<file path="config.mk">
export PLATFORM = sky130hd
export DESIGN_NAME = clk_set_ctrl_flat
export DESIGN_NICKNAME = d
export VERILOG_FILES = /design/src/rtl/clk_set_ctrl_if.sv /design/src/rtl/clk_set_ctrl.sv /design/src/flat_wrapper.sv
export SDC_FILE = /design/constraint.sdc
export NUM_CORES = 1
export LEC_CHECK = 0
export CORE_ASPECT_RATIO = 0.5
export CORE_MARGIN = 5
export CORE_UTILIZATION = 40
export CTS_CLUSTER_DIAMETER = 80
export DETAILED_ROUTE_END_ITERATION = 6
export HOLD_SLACK_MARGIN = 0.15
export PLACE_DENSITY = 0.55
export RECOVER_POWER = 25
export SLEW_MARGIN = 40
export SYNTH_ARGS = -nofsm -noshare
export SYNTH_HDL_FRONTEND = slang
export SYNTH_SLANG_ARGS = --single-unit
</file>
<file path="constraint.sdc">
create_clock -name clk -period 5.6 [get_ports clk]
set_input_delay 1.12 -clock clk [delete_from_list [all_inputs] [get_ports clk]]
set_output_delay 1.12 -clock clk [all_outputs]
set_load 0.05 [all_outputs]
</file>
<file path="src/rtl/clk_set_ctrl_if.sv">
// Button and strobe bundle between the front panel and the time-set
// sequencer. The sequencer is the slave: it reads the raw active-low
// buttons and drives the count tick, increment strobes and set-mode level.
interface clk_set_ctrl_if;
  logic set_n;     // raw set button, 0 = pressed
  logic hour_n;    // raw hour button, 0 = pressed
  logic minute_n;  // raw minute button, 0 = pressed
  logic tick;      // one-cycle seconds count enable
  logic inc_hour;  // one-cycle hour-increment strobe
  logic inc_min;   // one-cycle minute-increment strobe
  logic set_mode;  // high while the debounced set button is held

  modport master (
    output set_n, hour_n, minute_n,
    input  tick, inc_hour, inc_min, set_mode
  );

  modport slave (
    input  set_n, hour_n, minute_n,
    output tick, inc_hour, inc_min, set_mode
  );
endinterface

</file>
<file path="src/rtl/clk_set_ctrl.sv">
// Time-set sequencer in front of the 12-hour time counter.
// Raw buttons are synchronised and debounced; a prescaler produces the
// seconds tick while running, and a small FSM turns debounced hour/minute
// presses into one-cycle increment strobes with press-and-hold auto-repeat.
// Wrapping of hours/minutes lives in the time counter, not here.
module clk_set_ctrl #(
  parameter int unsigned TICK_DIV  = 50_000_000,
  parameter int unsigned DEB_CYC   = 1_000_000,
  parameter int unsigned RPT_FIRST = 25_000_000,
  parameter int unsigned RPT_RATE  = 5_000_000
) (
  input  logic          clk,
  input  logic          reset,
  clk_set_ctrl_if.slave bus
);

  // Debounce counter only needs to reach DEB_CYC-1.
  localparam int unsigned       DEB_W          = $clog2(DEB_CYC + 1);
  localparam logic [DEB_W-1:0]  DEB_LAST       = DEB_W'(DEB_CYC - 1);
  localparam logic [31:0]       TICK_LAST      = 32'(TICK_DIV - 1);
  localparam logic [31:0]       RPT_FIRST_LAST = 32'(RPT_FIRST - 1);
  localparam logic [31:0]       RPT_RATE_LAST  = 32'(RPT_RATE - 1);

  // Bit positions of the three buttons in the conditioning vectors.
  localparam int BTN_SET  = 0;
  localparam int BTN_HOUR = 1;
  localparam int BTN_MIN  = 2;

  typedef enum logic [1:0] {
    ST_RUN,
    ST_SET_IDLE,
    ST_HOLD_H,
    ST_HOLD_M
  } state_t;

  // ---------------------------------------------------------------------
  // Input conditioning
  // ---------------------------------------------------------------------
  logic [2:0]            raw_n;
  logic [2:0]            sync1_q;
  logic [2:0]            sync2_q;
  logic [2:0]            pressed;     // synchronised, 1 = pressed
  logic [2:0][DEB_W-1:0] deb_cnt_q;
  logic [2:0][DEB_W-1:0] deb_cnt_d;
  logic [2:0]            deb_lvl_q;   // debounced level, 1 = pressed
  logic [2:0]            deb_lvl_d;
  logic [2:0]            deb_rise_q;  // one cycle after a debounced press edge
  logic [2:0]            deb_rise_d;

  assign raw_n   = {bus.minute_n, bus.hour_n, bus.set_n};
  assign pressed = ~sync2_q;

  // Two-flop synchroniser; resets to the released (high) level.
  // NOTE: every clocked block uses non-blocking (<=) assignments so all
  // registers update together from the previous cycle's values; with
  // blocking assignments sync2_q would catch the raw input in the same edge.
  always_ff @(posedge clk or posedge reset) begin
    if (reset) begin
      sync1_q <= '1;
      sync2_q <= '1;
    end else begin
      sync1_q <= raw_n;
      sync2_q <= sync1_q;
    end
  end

  // Debounce next state: flip only after DEB_CYC consecutive differing samples.
  // NOTE: each loop iteration assigns all three _d signals before any
  // condition, so no path leaves a value unassigned and no latch is inferred.
  always_comb begin
    for (int b = 0; b < 3; b++) begin
      deb_cnt_d[b]  = '0;
      deb_lvl_d[b]  = deb_lvl_q[b];
      deb_rise_d[b] = 1'b0;
      if (pressed[b] != deb_lvl_q[b]) begin
        if (deb_cnt_q[b] == DEB_LAST) begin
          // Accepted change; the counter restarts for the next one.
          deb_lvl_d[b]  = pressed[b];
          deb_rise_d[b] = pressed[b];
        end else begin
          deb_cnt_d[b] = deb_cnt_q[b] + 1'b1;
        end
      end
      // A sample that agrees with the current level leaves the count at 0,
      // so any bounce restarts the qualification window.
    end
  end

  // Debounce state registers; buttons read released out of reset.
  always_ff @(posedge clk or posedge reset) begin
    if (reset) begin
      deb_cnt_q  <= '0;
      deb_lvl_q  <= '0;
      deb_rise_q <= '0;
    end else begin
      deb_cnt_q  <= deb_cnt_d;
      deb_lvl_q  <= deb_lvl_d;
      deb_rise_q <= deb_rise_d;
    end
  end

  // ---------------------------------------------------------------------
  // Sequencer FSM, prescaler and auto-repeat
  // ---------------------------------------------------------------------
  state_t      state_q;
  logic [31:0] presc_q;
  logic [31:0] rpt_q;
  logic        rpt_first_q;  // waiting for the first (long) repeat interval
  logic        tick_q;
  logic        inc_hour_q;
  logic        inc_min_q;
  logic        set_mode_q;

  logic set_lvl;
  logic hour_rise;
  logic min_rise;
  logic hold_lvl;
  logic rpt_due;

  assign set_lvl   = deb_lvl_q[BTN_SET];
  assign hour_rise = deb_rise_q[BTN_HOUR];
  assign min_rise  = deb_rise_q[BTN_MIN];
  // Level of whichever key owns the current hold state.
  assign hold_lvl  = (state_q == ST_HOLD_H) ? deb_lvl_q[BTN_HOUR] : deb_lvl_q[BTN_MIN];
  assign rpt_due   = rpt_first_q ? (rpt_q == RPT_FIRST_LAST) : (rpt_q == RPT_RATE_LAST);

  // Mode sequencing with registered tick, strobes and set-mode level.
  always_ff @(posedge clk or posedge reset) begin
    if (reset) begin
      state_q     <= ST_RUN;
      presc_q     <= '0;
      rpt_q       <= '0;
      rpt_first_q <= 1'b0;
      tick_q      <= 1'b0;
      inc_hour_q  <= 1'b0;
      inc_min_q   <= 1'b0;
      set_mode_q  <= 1'b0;
    end else begin
      // Pulses are single-cycle unless re-asserted below.
      tick_q     <= 1'b0;
      inc_hour_q <= 1'b0;
      inc_min_q  <= 1'b0;

      case (state_q)
        ST_RUN: begin
          if (set_lvl) begin
            state_q    <= ST_SET_IDLE;
            set_mode_q <= 1'b1;
            presc_q    <= '0;
          end else if (presc_q == TICK_LAST) begin
            presc_q <= '0;
            tick_q  <= 1'b1;
          end else begin
            presc_q <= presc_q + 32'd1;
          end
        end

        ST_SET_IDLE: begin
          // Prescaler is held at 0 outside RUN, so the first tick after
          // returning to RUN comes a full TICK_DIV cycles later.
          presc_q <= '0;
          if (!set_lvl) begin
            state_q    <= ST_RUN;
            set_mode_q <= 1'b0;
          end else if (hour_rise) begin
            // Hour wins a same-cycle tie; the minute edge is dropped.
            state_q     <= ST_HOLD_H;
            inc_hour_q  <= 1'b1;
            rpt_q       <= '0;
            rpt_first_q <= 1'b1;
          end else if (min_rise) begin
            state_q     <= ST_HOLD_M;
            inc_min_q   <= 1'b1;
            rpt_q       <= '0;
            rpt_first_q <= 1'b1;
          end
        end

        ST_HOLD_H, ST_HOLD_M: begin
          presc_q <= '0;
          if (!set_lvl) begin
            // Leaving set mode cancels any pending repeat.
            state_q    <= ST_RUN;
            set_mode_q <= 1'b0;
            rpt_q      <= '0;
          end else if (!hold_lvl) begin
            // Any other key still held produces nothing until re-pressed,
            // because only a debounced press edge starts a strobe.
            state_q <= ST_SET_IDLE;
            rpt_q   <= '0;
          end else if (rpt_due) begin
            rpt_q       <= '0;
            rpt_first_q <= 1'b0;
            if (state_q == ST_HOLD_H) begin
              inc_hour_q <= 1'b1;
            end else begin
              inc_min_q <= 1'b1;
            end
          end else begin
            rpt_q <= rpt_q + 32'd1;
          end
        end

        default: begin
          state_q    <= ST_RUN;
          set_mode_q <= 1'b0;
          presc_q    <= '0;
        end
      endcase
    end
  end

  assign bus.tick     = tick_q;
  assign bus.inc_hour = inc_hour_q;
  assign bus.inc_min  = inc_min_q;
  assign bus.set_mode = set_mode_q;

endmodule

</file>
<file path="src/flat_wrapper.sv">
// flat-port wrapper written by rule: the top's interface ports become plain ports
module clk_set_ctrl_flat 
#(
  parameter int unsigned TICK_DIV  = 50_000_000,
  parameter int unsigned DEB_CYC   = 1_000_000,
  parameter int unsigned RPT_FIRST = 25_000_000,
  parameter int unsigned RPT_RATE  = 5_000_000
)
  (clk, reset, bus_set_n, bus_hour_n, bus_minute_n, bus_tick, bus_inc_hour, bus_inc_min, bus_set_mode);
  clk_set_ctrl_if bus_i ();
  input  logic clk;
  input  logic reset;
  input wire logic [$bits(bus_i.set_n)-1:0] bus_set_n;
  input wire logic [$bits(bus_i.hour_n)-1:0] bus_hour_n;
  input wire logic [$bits(bus_i.minute_n)-1:0] bus_minute_n;
  output wire logic [$bits(bus_i.tick)-1:0] bus_tick;
  output wire logic [$bits(bus_i.inc_hour)-1:0] bus_inc_hour;
  output wire logic [$bits(bus_i.inc_min)-1:0] bus_inc_min;
  output wire logic [$bits(bus_i.set_mode)-1:0] bus_set_mode;
  assign bus_i.set_n = bus_set_n;
  assign bus_i.hour_n = bus_hour_n;
  assign bus_i.minute_n = bus_minute_n;
  assign bus_tick = bus_i.tick;
  assign bus_inc_hour = bus_i.inc_hour;
  assign bus_inc_min = bus_i.inc_min;
  assign bus_set_mode = bus_i.set_mode;
  clk_set_ctrl #(.TICK_DIV(TICK_DIV), .DEB_CYC(DEB_CYC), .RPT_FIRST(RPT_FIRST), .RPT_RATE(RPT_RATE)) u_core (.clk(clk), .reset(reset), .bus(bus_i));
endmodule
</file>
Yosys cells after proc, flatten, opt, wreduce, memory -nomap -nowiden --
Index checks and enable logic that the tools add are counted.
Cells by class: add/subtract/negate cells 5, eq/ne operators 21, multiplexer cells 59, bitwise logic cells 1, reduce and logical (&&, ||, !) cells 11
Operators by type and width (count):
- 32-bit 2-to-1 mux | 8
- 32-bit one-hot mux with 2 select lines | 2
- 20-bit 2-to-1 mux | 6
- 32-bit by 1-bit adder with 32-bit output (second input constant) | 2
- 20-bit by 1-bit adder with 20-bit output (second input constant) | 3
- 20-bit equality test (second input constant) | 3
- 32-bit by 23-bit equality test with 1-bit output (second input constant) | 1
- 32-bit by 25-bit equality test with 1-bit output (second input constant) | 1
- 32-bit by 26-bit equality test with 1-bit output (second input constant) | 1
- 1-bit 2-to-1 mux | 32
- 2-bit 2-to-1 mux | 6
- 2-bit by 1-bit inequality test with 1-bit output (second input constant) | 5
- 1-bit one-hot mux with 2 select lines | 4
- 2-bit AND reduction | 4
- 2-bit one-hot mux with 3 select lines | 1
- 3-bit AND reduction | 2
- 6-bit AND reduction | 1
- 2-bit equality test (second input constant) | 2
- 4-bit inequality test (second input constant) | 1
- 1-bit inequality test | 3
- 3-bit by 1-bit inequality test with 1-bit output (second input constant) | 1
- 3-bit inequality test (second input constant) | 1
- 3-bit NOT | 1
- 3-bit OR reduction | 1
- other kinds (5) | 5
Storage, ports and cells: register bits after elaboration 143

Depth between registers and ports, before layout --
depth in word-level cells 6, depth in mapped cells 8

Worst setup path after synthesis --
OpenSTA, ideal clock, no wires.
path kind flip-flop to flip-flop, from register u_core.rpt_q[0], to register u_core.rpt_q[28], arrival time 1991 ps, required time 5531 ps, slack 3540 ps, stages on the path, launching flop included 7, path buffers 0, clock period less this slack 2060 ps, cells stage by stage dfrtp_1 ha_1 nand3_1 or2_2 or4b_4 or4_1 nand3_1
Between the ends: cells in the longest elaborated chain, start to end 6, elaborated cells on any way between the ends 8
Ends and longest elaborated chain:
- start, declared | RTL line clk_set_ctrl.sv:107 | logic [31:0] rpt_q;
- start signal, assigned | RTL line clk_set_ctrl.sv:200 | rpt_q <= rpt_q + 32'd1;
- branches (longest 2 deep; another with 32-bit by 1-bit adder with 32-bit output)
- 32-bit 2-to-1 mux (*) | RTL line clk_set_ctrl.sv:191 | end else if (rpt_due) begin
- 32-bit 2-to-1 mux (*) | RTL line clk_set_ctrl.sv:186 | end else if (!hold_lvl) begin
- 32-bit 2-to-1 mux (*) | RTL line clk_set_ctrl.sv:181 | if (!set_lvl) begin
- 32-bit one-hot mux with 2 select lines (*) | RTL line clk_set_ctrl.sv:144 | case (state_q)
Mark *: on every way between the ends. A chain may end at the register's enable or synchronous reset.

==> impl_metrics.env <==
export IMPL_outcome="complete, but fails checks"
export IMPL_violations="capacitance limit, slew limit"
export IMPL_die_height_um=104
export IMPL_maxCapViolCount=1
export IMPL_die_area_sq_um=20500
export IMPL_clock_sinks=142
export IMPL_swShare_pct=21.7
export IMPL_p_int_uw=1770
export IMPL_ant_nets=0
export IMPL_crit_type="primary input to asynchronous set/reset pin"
export IMPL_grt_max_degree=112
export IMPL_crit_arrival_ns=3.83
export IMPL_r2r_start="u_core.rpt_q[26]"
export IMPL_final_common_cell="dfrtp_1"
export IMPL_fillers=1645
export IMPL_min_period_over_period_pct=59.1
export IMPL_layout_drive_gt1_share_pct=8.33
export IMPL_clkTransAtPathRegs_ns=0.06
export IMPL_syn_area_sq_um=7050
export IMPL_synth_seq_cells=142
export IMPL_antenna_found_initial=0
export IMPL_hold_violations=0
export IMPL_clk_latency_ns=0.42
export IMPL_rows=34
export IMPL_cts_resized=0
export IMPL_synthFlopType="dfrtp_1"
export IMPL_clockPowerShare_pct=52.2
export IMPL_maxClockFrequency_mhz=302
export IMPL_cts_max_level=4
export IMPL_dp_cells=945
export IMPL_slew_headroom_pct=-56.7
export IMPL_final_cell_mix="dfrtp_1 (136), nor2_1 (134), xnor2_1 (57)"
export IMPL_port_buffers=8
export IMPL_dp_hpwl_mm=8.95
export IMPL_seq_power_share_pct=46.0
export IMPL_area_growth_pct=13.0
export IMPL_setup_violations=0
export IMPL_viasPerCell=5.14
export IMPL_hold_path_class="flop to flop"
export IMPL_yosysSeqAreaShare_pct=50.5
export IMPL_drt_total_wl_mm=13.8
export IMPL_grt_first_pass_wirelength_mm=24.4
export IMPL_drv_slew=112
export IMPL_setup_tns_ns=0
export IMPL_diodes=0
export IMPL_reg2reg_to="u_core.rpt_q[8]"
export IMPL_syn_area_per_cell_sq_um=9.77
export IMPL_rsz0062_at_grt="false"
export IMPL_crit_end="u_core.sync1_q[0]"
export IMPL_drcViolationCount=0
export IMPL_cts_buffer_depth=2
export IMPL_post_cts_repair_setup_buffers=0
export IMPL_fin_util_pct=46.0
export IMPL_skew_ns=0.0103
export IMPL_root_buffer="clkbuf_16"
export IMPL_ys_warn_count=0
export IMPL_drtIter0Drc=287
export IMPL_grt_ovfl_total=0
export IMPL_rrSetupSlack_ns=2.68
export IMPL_worstPathMaxFanout=111
export IMPL_power_density_nw_per_um2=285
export IMPL_peakVddDrop_mv=0.227
export IMPL_coreArea_sq_um=17300
export IMPL_dr_pass1_iters=4
export IMPL_required_ns=6.11
export IMPL_start_util_pct=40.7
export IMPL_routedWlPerCell_um=14.2
export IMPL_tightest_slew_ns=2.35
export IMPL_vias=5028
export IMPL_synth_edf_count=0
export IMPL_crit_start="reset"
export IMPL_layout_cells_non_filler=978
export IMPL_layout_min_cycle_time_ns=3.31
export IMPL_syn_nets=731
export IMPL_grt_usage_pct=14.3
export IMPL_cts_hold_buf=0
export IMPL_worstRegToRegCells=6
export IMPL_yosysUniqueCellTypes=60
export IMPL_fp_dieW_um=198
export IMPL_nets=741
export IMPL_grt_pass1_vias=5011
export IMPL_gp_congestion=0.785
export IMPL_cts_tree="built"
export IMPL_p_leak_uw=0.00332
export IMPL_ys_async_sr_fraction_pct=100
export IMPL_syn_inst=721
export IMPL_boundaryPins=9
export IMPL_p_comb_share_pct=1.8
export IMPL_whs_ns=0.356
export IMPL_startpoint_type="primary input"
export IMPL_cts_buffers=17
export IMPL_power_switching_uw=492
export IMPL_cp_end_kind="asynchronous set/reset pin"
-- critical path, cell delays in order --
cell	delay (ns)
dlygate4sd3_1	0.57
clkinvlp_4	1.49
buf_4	0.59
-- metal layers --
layer | GRT usage [%] | vias to the layer above | wire, um
met3 | 3.63 | 10 | 454
met2 | 21.3 | 64 | 6010
met5 | 0 | - | 0
met1 | 20.6 | 2434 | 7250
met4 | 4.08 | 0 | 135
li1 | - | 2520 | -
-- through the flow --
| stage | cell area (sq um) | setup WS, ns | power [uW] |
|---|---|---|---|
| final | 7960 | 2.29 | 2270 |
| after global routing | 7960 | 1.81 | 2350 |
| after CTS | 7960 | 2.65 | 2300 |
| after detailed placement | 7340 | 2.68 | 1100 |
| after global placement | 7310 | 2.35 | 1100 |
| after floorplan | 7050 | 0.680 | 1090 |
-- cells by family (layout without fill, tap and decap cells) --
logic type | count (synthesis) | count (layout) | synth area share, %
multiplexers | 5 | 5 | 0.728
AO/OA/AOI/OAI | 34 | 34 | 3.32
buffers and inverters | 38 | 61 | 2.89
XOR/XNOR | 103 | 103 | 12.8
adder cells (fa/ha/maj) | 6 | 6 | 1.03
AND/OR/NAND/NOR | 393 | 393 | 28.7
flip-flops | 142 | 142 | 50.5
-- registers in the layout (all words and copies together) (netlist names) --
signal / flops
u_core.bus.tick: 1
u_core.deb_rise_q: 2
u_core.bus.set_mode: 1
u_core.deb_cnt_q: 60
u_core.rpt_q: 32
u_core.deb_lvl_q: 3
u_core.presc_q: 32
u_core.sync1_q: 3
u_core.bus.inc_min: 1
u_core.rpt_first_q: 1
u_core.sync2_q: 3
u_core.bus.inc_hour: 1
u_core.state_q: 2
-- how the worst min path moves through the flow --
stage / from / endpoint / slack (ns) / cells past startpoint
after detailed placement: u_core.sync1_q[0] / u_core.sync2_q[0] / 0.35 / 0
after CTS: u_core.sync1_q[0] / u_core.sync2_q[0] / 0.36 / 0
after global placement: u_core.sync1_q[0] / u_core.sync2_q[0] / 0.35 / 0
after global routing: u_core.sync1_q[0] / u_core.sync2_q[0] / 0.36 / 0
final: u_core.sync1_q[0] / u_core.sync2_q[0] / 0.36 / 0
after floorplan: u_core.sync1_q[0] / u_core.sync2_q[0] / 0.35 / 0
-- cells in the mapped netlist, types with 2 or more instances --
cell type / instances / area share [%]
o211a_1: 2 / 0.28
nand3_1: 51 / 3.6
nand2b_1: 6 / 0.53
nand2_1: 53 / 2.8
inv_1: 17 / 0.91
buf_2: 3 / 0.21
nand4_1: 33 / 2.9
or3_1: 4 / 0.36
a31oi_1: 2 / 0.18
and3_1: 15 / 1.3
or2_2: 3 / 0.27
nand3b_1: 6 / 0.64
nand4b_1: 2 / 0.25
o211ai_1: 3 / 0.32
o21ai_0: 9 / 0.64
nor2_1: 135 / 7.2
mux2i_1: 4 / 0.57
a21oi_1: 7 / 0.50
xor2_1: 46 / 5.7
xnor2_1: 57 / 7.1
clkbuf_1: 10 / 0.53
nor2b_1: 4 / 0.36
nor3_1: 21 / 1.5
nor4_1: 18 / 1.6
buf_6: 3 / 0.48
or4_1: 8 / 0.85
clkbuf_8: 3 / 0.59
and4_1: 10 / 1.2
and2_1: 6 / 0.53
dfstp_2: 6 / 2.2
dfrtp_1: 136 / 48
nor4b_1: 5 / 0.62
nor3b_1: 2 / 0.21
ha_1: 5 / 0.89
-- final cells by class --
type | instances | area (sq um) | area share (%)
well taps | 234 | 293 | 3.68
multi-input cells | 541 | 3310 | 41.6
clock buffers | 20 | 457 | 5.74
repair buffers | 12 | 114 | 1.43
flip-flops and latches | 142 | 3560 | 44.7
inverters | 17 | 67.6 | 0.849
clock inverters | 12 | 160 | 2.01
-- power by group through the flow --
stage	clock network, uW	registers, uW	logic (uW)
floorplan	0	1060	30.6
global placement	0	1060	43.9
detailed placement	0	1060	44.5
CTS	1210	1040	44.6
global route	1260	1040	50.0
finish	1180	1040	41.7
Power figures use the tool's default switching activity.
